`src/rtl/uadder_pkg.sv`:
```
// Shared types for the multi-cycle adder and its request scheduler.
// Also holds the scheduler FSM encoding and a small helper used to derive the branch flag.
package uadder_pkg;

  // Adder operations.
  // For the compare ops, bit 0 set marks the inverted form of the raw condition
  // (NE vs EQ, GE vs LT, GEU vs LTU).
  typedef enum logic [2:0] {
    ADDER_ADD = 3'b000,
    ADDER_SUB = 3'b001,
    ADDER_EQ  = 3'b010,
    ADDER_NE  = 3'b011,
    ADDER_LT  = 3'b100,
    ADDER_GE  = 3'b101,
    ADDER_LTU = 3'b110,
    ADDER_GEU = 3'b111
  } adderOp_t;

  // Scheduler FSM states
  localparam logic [1:0] ST_IDLE = 2'd0;
  localparam logic [1:0] ST_RUN  = 2'd1;
  localparam logic [1:0] ST_CAPT = 2'd2;
  localparam logic [1:0] ST_RESP = 2'd3;

  // True for every op whose flag is a branch condition rather than a carry
  function automatic logic op_is_cmp(input adderOp_t op);
    return (op != ADDER_ADD) && (op != ADDER_SUB);
  endfunction

endpackage

```
`src/rtl/uadder_sched_rr_arbiter.sv`:
```
// Combinational round-robin arbiter.
// It grants the first requesting index at or after ptr, wrapping at N.
// The pointer register lives in the parent, so this block holds no state.
module rr_arbiter #(
  parameter int N  = 3,
  parameter int PW = (N > 1) ? $clog2(N) : 1
) (
  input  logic [N-1:0]  req,
  input  logic [PW-1:0] ptr,
  input  logic          en,
  output logic [N-1:0]  grant
);

  logic          found;
  logic [PW:0]   sum;
  logic [PW-1:0] idx;

  // Scan from ptr upward with wrap-around and grant the first requester found
  always_comb begin
    grant = '0;
    found = 1'b0;
    sum   = '0;
    idx   = '0;
    for (int i = 0; i < N; i++) begin
      sum = {1'b0, ptr} + (PW + 1)'(i);
      if (sum >= (PW + 1)'(N)) sum = sum - (PW + 1)'(N);
      idx = sum[PW-1:0];
      if (en && !found && req[idx]) begin
        grant[idx] = 1'b1;
        found      = 1'b1;
      end
    end
  end

endmodule

```
`src/rtl/uadder_sched.sv`:
```
// Scheduler that shares one multi-cycle uadder among NREQ requesters.
// It accepts one request at a time and holds start high for NCYC cycles.
// It then captures the sum and flag and returns them with the owner's ID
// over a valid/ready handshake.
module uadder_sched
  import uadder_pkg::*;
#(
  parameter int WIDTH = 32,
  parameter int WADD  = 12,
  parameter int NREQ  = 3,
  localparam int NCYC = (WIDTH + WADD - 1) / WADD,
  localparam int WID  = (NREQ > 1) ? $clog2(NREQ) : 1
) (
  input  logic                  clk,
  input  logic                  rst,
  input  logic [NREQ-1:0]       req_valid,
  output logic [NREQ-1:0]       req_ready,
  input  logic [3*NREQ-1:0]     req_op,
  input  logic [WIDTH*NREQ-1:0] req_a,
  input  logic [WIDTH*NREQ-1:0] req_b,
  output logic                  resp_valid,
  input  logic                  resp_ready,
  output logic [WID-1:0]        resp_id,
  output logic [WIDTH-1:0]      resp_data,
  output logic                  resp_flag,
  output logic                  add_start,
  output logic [2:0]            add_op,
  output logic [WIDTH-1:0]      add_a,
  output logic [WIDTH-1:0]      add_b,
  input  logic [WIDTH-1:0]      add_out,
  input  logic                  add_cout
);

  localparam int CW = (NCYC > 1) ? $clog2(NCYC) : 1;

  logic [1:0]       state;
  logic [CW-1:0]    count;
  logic [WID-1:0]   rr_ptr;
  logic [WID-1:0]   id_q;
  adderOp_t         op_q;
  logic [WIDTH-1:0] a_q;
  logic [WIDTH-1:0] b_q;
  logic [WIDTH-1:0] data_q;
  logic             flag_q;

  logic [NREQ-1:0]  grant;
  logic             arb_en;
  logic [WID-1:0]   win_id;
  logic [2:0]       win_op;
  logic [WIDTH-1:0] win_a;
  logic [WIDTH-1:0] win_b;

  // Grants are only offered in IDLE and never while reset is held,
  // so a requester can't see a ready that the FSM then ignores.
  assign arb_en = (state == ST_IDLE) && !rst;

  rr_arbiter #(
    .N  (NREQ),
    .PW (WID)
  ) u_arb (
    .req   (req_valid),
    .ptr   (rr_ptr),
    .en    (arb_en),
    .grant (grant)
  );

  assign req_ready  = grant;
  assign add_start  = (state == ST_RUN);
  assign add_op     = op_q;
  assign add_a      = a_q;
  assign add_b      = b_q;
  assign resp_valid = (state == ST_RESP);
  assign resp_id    = id_q;
  assign resp_data  = data_q;
  assign resp_flag  = flag_q;

  // Encode the one-hot grant and mux out the winner's payload
  always_comb begin
    win_id = '0;
    win_op = '0;
    win_a  = '0;
    win_b  = '0;
    for (int i = 0; i < NREQ; i++) begin
      if (grant[i]) begin
        win_id = WID'(i);
        win_op = req_op[3*i +: 3];
        win_a  = req_a[WIDTH*i +: WIDTH];
        win_b  = req_b[WIDTH*i +: WIDTH];
      end
    end
  end

  // Sequencer: accept, drive the adder NCYC cycles, capture, then hold the response
  always_ff @(posedge clk) begin
    if (rst) begin
      state  <= ST_IDLE;
      count  <= '0;
      rr_ptr <= '0;
      id_q   <= '0;
      op_q   <= ADDER_ADD;
      a_q    <= '0;
      b_q    <= '0;
      data_q <= '0;
      flag_q <= 1'b0;
    end else begin
      case (state)
        ST_IDLE: begin
          if (|grant) begin
            op_q  <= adderOp_t'(win_op);
            a_q   <= win_a;
            b_q   <= win_b;
            id_q  <= win_id;
            count <= '0;
            state <= ST_RUN;
          end
        end
        ST_RUN: begin
          if (count == CW'(NCYC - 1)) begin
            count <= '0;
            state <= ST_CAPT;
          end else begin
            count <= count + 1'b1;
          end
        end
        ST_CAPT: begin
          data_q <= add_out;
          flag_q <= op_is_cmp(op_q) ? (add_cout ^ op_q[0]) : add_cout;
          state  <= ST_RESP;
        end
        default: begin
          if (resp_ready) begin
            rr_ptr <= (id_q == WID'(NREQ - 1)) ? '0 : id_q + 1'b1;
            state  <= ST_IDLE;
          end
        end
      endcase
    end
  end

endmodule

```
`config.mk`:
```
export PLATFORM = sky130hd
export DESIGN_NAME = uadder_sched
export DESIGN_NICKNAME = d
export VERILOG_FILES = /design/src/rtl/uadder_pkg.sv /design/src/rtl/uadder_sched_rr_arbiter.sv /design/src/rtl/uadder_sched.sv
export SDC_FILE = /design/constraint.sdc
export NUM_CORES = 1
export LEC_CHECK = 0
export BUFFER_PORTS_ARGS = -buffer_cell sky130_fd_sc_hd__buf_2
export CORE_ASPECT_RATIO = 0.6
export CORE_MARGIN = 3
export CORE_UTILIZATION = 41
export DETAILED_ROUTE_END_ITERATION = 16
export PLACE_DENSITY = 0.78
export SYNTH_ARGS = -nofsm -noshare
export SYNTH_HDL_FRONTEND = slang
export SYNTH_SLANG_ARGS = --single-unit
export TNS_END_PERCENT = 1
```
`constraint.sdc`:
```
create_clock -name clk -period 2.4 [get_ports clk]
set_input_delay 0.24 -clock clk [delete_from_list [all_inputs] [get_ports clk]]
set_output_delay 0.24 -clock clk [all_outputs]
set_load 0.02 [all_outputs]
```
# Yosys cells after proc, flatten, opt, wreduce, memory -nomap -nowiden
# Cells that the tools add are included.
# totals
out_inout_bits	107
memories	0
word_cells	100
ramBits	0
in_bits	240
latchBits	0
rom_bits	0
ff_bits	108
# classes
n_eq_ne	8
n_mul	0
n_lt_le_gt_ge	9
shift	0
div	0
n_reduce_logical	23
n_mux	40
addsub	7
n_bitwise	4
# ops
operator	count
$mux W32	6
$mux W2	10
$mux W3	6
$logic_and A1 B1 Y1	10
$mux W1	10
$lt A2 B3 Y1 const B	3
$eq A2 B2 Y1 const B	4
$bmux W1 S2	3
$demux W1 S2	3
$ge A2 B1 Y1 const B	3
$ge A3 B2 Y1 const B	2
$or A3 B3 Y3	2
$pmux W2 S3	1
$reduce_and A2 Y1	3
$reduce_or A3 Y1	2
$sub A2 B2 Y2 const B	3
$add A2 B1 Y2 const B	2
$ne A2 B1 Y1 const B	2
$pmux W2 S2	1
$reduce_bool A4 Y1	1
$add A2 B1 Y3 const B	1
$add A2 B2 Y3 const B	1
$logic_not A1 Y1	3
$ne A3 B1 Y1 const B	1
8 further kinds	8

# Longest topological paths before layout
# Gate-level depths: netlist (run 1).
# depth
word_depth	17
mapped_depth	12

# By module
# A second synthesis (run 1) with hierarchy kept.
# unflattened
hier_cells	518
hier_area_um2	5245.0
# by_module_without_submodules
module	cells_per_inst	area_each_um2	n_inst	seq_area_each_um2
uadder_sched	486	5018.6	1	2162.1
rr_arbiter	32	226.5	1	0.0

# Worst setup path after synthesis (run 1)
# No wires, ideal clock.
# synth_timing
kind	reg2reg
startpoint	reg rr_ptr[1]
endpoint	reg b_q[9] (netlist: add_b[9])
setup_ps	119
required_ps	2281
path_stages_with_launch	12
path_slack_ps	39
arrival_ps	2242
n_path_buf	3
path_cell_list	dfxtp_1 -> inv_1 -> ha_1 -> buf_4 -> mux2_4 -> nand2b_1 -> a31oi_2 -> a32o_2 -> nand3_2 -> buf_6 -> buf_6 -> o221a_1
# synth_between
elab_chain_len	17
# synth_rtl
element	line_no	rtl
start: declaration	uadder_sched.sv:38	logic [WID-1:0] rr_ptr;
start signal: assignment	uadder_sched.sv:132	rr_ptr <= (id_q == WID'(NREQ - 1)) ? '0 : id_q + 1'b1;
branches (longest 13 deep; another with $add A2 B1 Y3)	n/a	
$mux W3 *	uadder_sched_rr_arbiter.sv:28	if (en && !found && req[idx]) begin
$mux W32 (3 in a row)	uadder_sched.sv:84	if (grant[i]) begin
end signal: assignment	uadder_sched.sv:111	b_q <= win_b;
end: declaration	uadder_sched.sv:42	logic [WIDTH-1:0] b_q;
# Every way passes the cells marked *. The select of a mux whose other input is x is not followed.
# A chain may end at the register's enable or synchronous reset.

# Final worst setup path (run 1)
# layout_timing
startpoint	reg rr_ptr[1]
endpoint	out req_ready[2]
# layout_between
elab_chain_len	14
# layout_rtl
element	line_no	rtl
branches (longest 13 deep; another with $add A2 B1 Y3)	n/a	
$mux W3 *	uadder_sched_rr_arbiter.sv:28	
end: declaration	uadder_sched.sv:17	output logic [NREQ-1:0] req_ready,
# Marked as above.

==> results of run 1 <==
## kinds of logic after synthesis
family,synth area share [%]
and+or+nand+nor,29.2
AOI/OAI and AO/OA,21.5
buffers and inverters,6.77
xor gates and xnor gates,0.141
adders and majority gates,1.81
muxes,5.87
DFF,34.7
## what timing repair did
action / 4_1_cts / 5_1_grt
pin swaps: 3 / 8
cloned: 0 / 8
endpoints found under the setup margin: 72 / 74
gates resized for setup: 11 / 25
setup buffers: 2 / 5
hold buffers: 0 / 0
## worst max-delay path, stage by stage (launching register included)
cell and delay (ns):
dfxtp_2 0.34, buf_6 0.12, ha_4 0.27, buf_12 0.13, inv_1 0.09, a311oi_1 0.07, o22a_2 0.21, or2_4 0.31
nor2_4 0.15, buf_6 0.14
## power groups by stage
stage                     Clock (µW)  Sequential [µW]  Combinational, µW
after global routing            1650             2890               5190
after global placement             0             2820               4510
after floorplan                    0             3440               2400
after detailed placement           0             2830               4570
final                           1550             2820               4800
after CTS                       1580             2810               4600
## cells in the mapped netlist (all sizes together)
library cell  number
o41ai              1
a32oi              1
nand3              5
a41oi              1
clkbuf            43
o32ai              1
dfxtp            108
a31oi              2
and4               1
o21ai              6
nor4              68
o22a               2
nand2              9
o22ai              2
nor2             244
o311ai             1
nor3              69
mux2i             35
a31o               2
nor3b              1
buf               41
o211a              1
inv                9
o221a             67
xor2               1
a32o               1
a211oi             3
mux2               1
a311oi             1
and3b              1
ha                 9
o211ai             3
nand2b             3
or2                1
a21oi             72
nor4bb             1
## worst max-delay path by stage
stage	startpoint	endpoint
after global placement	rr_ptr[1]	add_b[18]
after global routing	rr_ptr[1]	req_ready[0]
final	rr_ptr[1]	req_ready[2]
after detailed placement	rr_ptr[0]	count[0]
after floorplan	rr_ptr[1]	add_b[9]
after CTS	rr_ptr[1]	req_ready[1]
## metrics by stage
stage	setup WS [ns]	area [µm²]	power [µW]	TNS, ns	hold WS [ns]
after global routing	-0.112	8940	9720	-5.07	0.113
final	-0.0160	8940	9160	-0.0300	0.121
after floorplan	0.0394	6230	5840	0	0.387
after global placement	-0.0599	8270	7320	-2.17	0.468
after detailed placement	-0.120	8270	7400	-3.61	0.477
after CTS	0.00229	8640	8990	0	0.113
## routing by layer
layer	GRT usage, %	vias to the layer above
li1	-	3624
met1	34.4	3607
met2	42.9	419
met3	5.68	33
met4	7.67	0
met5	0	-
## final cells by class
class | instances | area share (%)
clock buffers | 9 | 2.52
diodes | 1 | 0.0280
inverters | 9 | 0.378
multi-input cells | 617 | 42.8
well taps | 198 | 2.77
flip-flops and latches | 108 | 24.2
repair buffers | 389 | 26.3
clock inverters | 7 | 0.937
## state kept, by name, summed over array words and instances (netlist names), 2 cells and up
register / cells
add_b: 32
state: 2
resp_data: 32
rr_ptr: 2
count: 2
add_op: 3
resp_id: 2
add_a: 32
==> run metrics, run 1 <==
outcome finished, violations left; failing checks negative setup slack; pwr dens between 1000 and 1500 nW/µm²; fin nets 1383; storage element area 2170 µm²; met3 WL between 2 and 2.5 mm; total number of vias 7683; fin cells between 1000 and 1500; WL met2 11.3 mm; largest net degree at the start of global routing 110; total wire length 24.5 mm; top-level I/O count approximately 350; M1 wire length 10.4 mm; Post-DP HPWL 16.0 mm; most frequent cells in the layout 342 x buf_2, 241 x nor2_1, 106 x dfxtp_1; cell accounting for the most synthesized area dfxtp_1; peak supply drop 0.000500 V; GP Congestion 0.837; worst hold path type in -> reg; YS warnings 0; later-pin clock latency in the skew report about 0.35 ns; clock root buffer clkbuf_16; total gr overflow 0; initial core utilization 42.4%; CTS tree built; Hold Path Cell Cnt 3; Reg power frac about 30%; placed cell count ~1300; Tightest Pin Transition 0.581 ns; Tcrit/Tclk final 101%; reg2reg setup slack 0 ns; syn_area_per_cell 7.62 µm²; Synth area leaders dfxtp_1 35%, nor2_1 15%, o221a_2 8.3%; Yosys reg bits approximately 110; Initial DRT Pass Iterations 5; CP Capture Type primary output; count of cell types in the netlist 43; Max H-tree Level 3; GRT Overall Usage 26.0%; Final Hold Viols 0; fill count 1358; Die X 165 µm; DR top layer met4; CP Max Fanout 5; Clock Skews 0.00750 ns; Reg2Reg Depth 10; WL/cell 18.3 µm; f_max 414 MHz; total CTS buffers 9; Mapped Cells 817; clk buf depth 2; power share of the clock group around 17%; Worst EP arrival approximately 2.2 ns; # DRC 0; internal power consumption 4990 µW; antenna violations before repair 1; area of the multi-input gates 3830 µm²; CP Class reg -> out; Switching Fraction 45.5%; P_sw about 4200 µW; Final WS setup -0.0160 ns; drt initial violations 712; Core ar. 14700 µm²; # clock sinks 108; Seq/Total Area, Yosys 34.7%; min-delay src add_out[19]; Max transition margin 61.3%; Vias/cell 5.74; Comb pwr share 52.4%; row count 34; fin crit period 2.42 ns; critical path startpoint category flip-flop; Required @ worst endpoint 2.16 ns; Syn Nets between 1000 and 1500; post-synthesis cell area 6230 µm²; # setup viols final 3; hold path endpoint resp_data[19]; ANT nets after route 0; vias in the first global route roughly 7100; share of layout cells above drive strength 1 42.8%; commonest non-fill, non-tap cell in the layout buf_2; max_cap viols 0; Final Util a little over 60%; Reg clk slew, reported paths ~0.080 ns; PortBufs 346; total leakage power 0.00407 µW; RSZ-0062 raised after global routing yes; top cell type's share of synthesized area 34.7%; die area 16700 µm²; reg2reg end add_a[17]; Max Slew Vio Count 0; first-pass GRT wire length 35.4 mm; die height 101 µm; area grow syn2layout 43.6%; FF-to-FF Start rr_ptr[1]
No activity file was read; power rests on OpenSTA's default activity.
==> inputs of run 2 (changes only) <==
==> constraint.sdc (replaced) <==
create_clock -name clk -period 2.1 [get_ports clk]
set_input_delay 0.21 -clock clk [delete_from_list [all_inputs] [get_ports clk]]
set_output_delay 0.21 -clock clk [all_outputs]
set_load 0.02 [all_outputs]
==> run 2 against run 1 <==
Against the previous run: the run still ends with negative setup slack left; sequential cell count did not move; cell count rose by 1.4%; sequential power rose by 15%; combinational power rose by 15%; total power rose by 15%; final area rose by 1.6%; die area did not move; first-iteration DRC count rose by 1.5%; sequential share of layout area fell by 0.36 points; highest routed layer unchanged.
==> run metrics, run 2 (same netlist as run 1, synthesis figures left out) <==
Final Hold Viols 0 (unchanged); CP Capture Type flip-flop (was primary output); Hold Path Cell Cnt 3 (unchanged); peak supply drop 0.000592 V (was 0.000500 V); total gr overflow 0 (unchanged); Reg2Reg Depth 11 (was 10); antenna violations before repair 2 (was 1); Reg clk slew, reported paths 0.08 ns (about the same); share of layout cells above drive strength 1 44.1% (was 42.8%); GRT Overall Usage 26.6% (was 26.0%); commonest non-fill, non-tap cell in the layout buf_2 (unchanged); # DRC 0 (unchanged); drt initial violations 723 (was 712); fill count 1296 (was 1358); # setup viols final 75 (was 3); Total Neg Setup Slack -21.13 ns (was -0.0300 ns); Required @ worst endpoint 2.34 ns (was 2.16 ns); Worst EP arrival 2.67 ns (was 2.18 ns); die area 16700 µm² (unchanged); min-delay src add_out[15] (was add_out[19]); GP Congestion 0.857 (was 0.837); Die X 165 µm (unchanged); f_max 412 MHz; Initial DRT Pass Iterations 5 (unchanged); Tightest Pin Transition 0.521 ns (was 0.581 ns); CTS tree built (unchanged); first-pass GRT wire length 36.1 mm (was 35.4 mm); outcome finished, violations left (unchanged); Max Slew Vio Count 0 (unchanged); hold path endpoint resp_data[15] (was resp_data[19]); most frequent cells in the layout 342 x buf_2, 238 x nor2_1, 106 x dfxtp_1 (was 342 x buf_2, 241 x nor2_1, 106 x dfxtp_1); storage element area 2170 µm² (about the same); RSZ-0062 raised after global routing yes (unchanged); PortBufs 346 (unchanged); total CTS buffers 9 (unchanged); fin crit period 2.43 ns; CTS Hold Bufs 0 (unchanged); reg2reg setup slack -0.33 ns (was 0 ns); CP Max Fanout 34 (was 5); die height 101 µm (unchanged); total number of vias 7759 (was 7683); placed cell count 1327 (was 1306); Core ar. 14700 µm² (unchanged); WL/cell 17.8 µm (was 18.3 µm); reg2reg end add_a[19] (was add_a[17]); Final WS setup -0.327 ns (was -0.0160 ns); Vias/cell 5.72 (was 5.74); top-level I/O count 347 (unchanged); row count 34 (unchanged); clock root buffer clkbuf_16 (unchanged); Max transition margin 65.2% (was 61.3%); critical path startpoint category flip-flop (unchanged); ANT nets after route 0 (unchanged); Max H-tree Level 3 (unchanged); Clock Skews 0.0100 ns (was 0.00750 ns); Final Total Pwr 10500 µW (was 9160 µW); CP Class reg -> reg (was reg -> out); later-pin clock latency in the skew report 0.35 ns (about the same); initial core utilization 42.4% (unchanged); FF-to-FF Start rr_ptr[1] (unchanged); # clock sinks 108 (unchanged); Place WS -0.412 ns (was -0.120 ns); largest net degree at the start of global routing 110 (unchanged); area of the multi-input gates 3850 µm² (was 3830 µm²); fin cells 1357 (was 1338); Final Util 61.9% (was 60.9%); clk buf depth 2 (unchanged); failing checks negative setup slack (unchanged); total leakage power 0.00415 µW (was 0.00407 µW); pwr dens 1160 nW/µm² (was 1020 nW/µm²); Tcrit/Tclk final 116%; worst hold path type in -> reg (unchanged); fin nets 1401 (was 1383); vias in the first global route 7024 (was 7070); max_cap viols 0 (unchanged); Post-DP HPWL 16.6 mm (was 16.0 mm); total wire length 24.2 mm (was 24.5 mm); area grow syn2layout 46.0% (was 43.6%)
## run 2: layer usage
layer / vias up / global-route usage, % / share of wire [%]
met3: 45 / 5.48 / 8.5
met4: 0 / 8.51 / 2.0
met5: - / 0 / 0
li1: 3656 / - / -
met1: 3656 / 35.1 / 42
met2: 402 / 43.9 / 48
## run 2: what timing repair did
action / 4_1_cts / 5_1_grt
buffers inserted: 9 / 3
pin swaps: 15 / 8
endpoints found under the hold margin: 0 / 0
resized for setup: 32 / 13
endpoints found under the setup margin: 76 / 76
## run 2: cell type report
type                            count  share of cell area (%)
Multi-Input combinational cell    616                    42.4
Timing Repair Buffer              408                    27.1
Sequential cell                   108                    23.9
Tap cell                          198                    2.73
Clock buffer                        9                    2.48
Clock inverter                      7                   0.922
Inverter                            9                   0.399
Antenna cell                        2                  0.0551
## run 2: where the power goes
| group | total, µW | switching, µW | internal (µW) | leakage [µW] |
|---|---|---|---|---|
| registers | 3230 | 516 | 2710 | 0.000893 |
| logic | 5540 | 3330 | 2200 | 0.00311 |
| clock network | 1750 | 896 | 856 | 0.000150 |
## run 2: critical path, stage by stage, from the launching register on
cell and delay [ns]:
dfxtp_4 0.37, inv_4 0.06, ha_4 0.17, mux2_4 0.35, nand2b_4 0.16, a31oi_4 0.17
a32o_2 0.23, buf_4 0.11, buf_4 0.10, nand3_4 0.10, buf_12 0.20, o221a_2 0.29
## run 2: through the flow
| step | area [µm²] | hold slack [ns] |
|---|---|---|
| 3_5_place_dp | 8510 | 0.455 |
| 5_1_grt | 9090 | 0.0801 |
| 2_1_floorplan | 6280 | 0.357 |
| 3_3_place_gp | 8510 | 0.443 |
| 6_report | 9090 | 0.0885 |
| 4_1_cts | 9000 | 0.0788 |
## run 2: worst max path at each step
| stage | end | slack (ns) | startpoint |
|---|---|---|---|
| global placement | add_a[21] | -0.29 | rr_ptr[0] |
| floorplan | add_b[9] | -0.17 | rr_ptr[1] |
| finish | add_a[19] | -0.33 | rr_ptr[1] |
| detailed placement | count[0] | -0.41 | rr_ptr[0] |
| global route | add_a[13] | -0.40 | rr_ptr[1] |
| CTS | req_ready[0] | -0.32 | rr_ptr[1] |
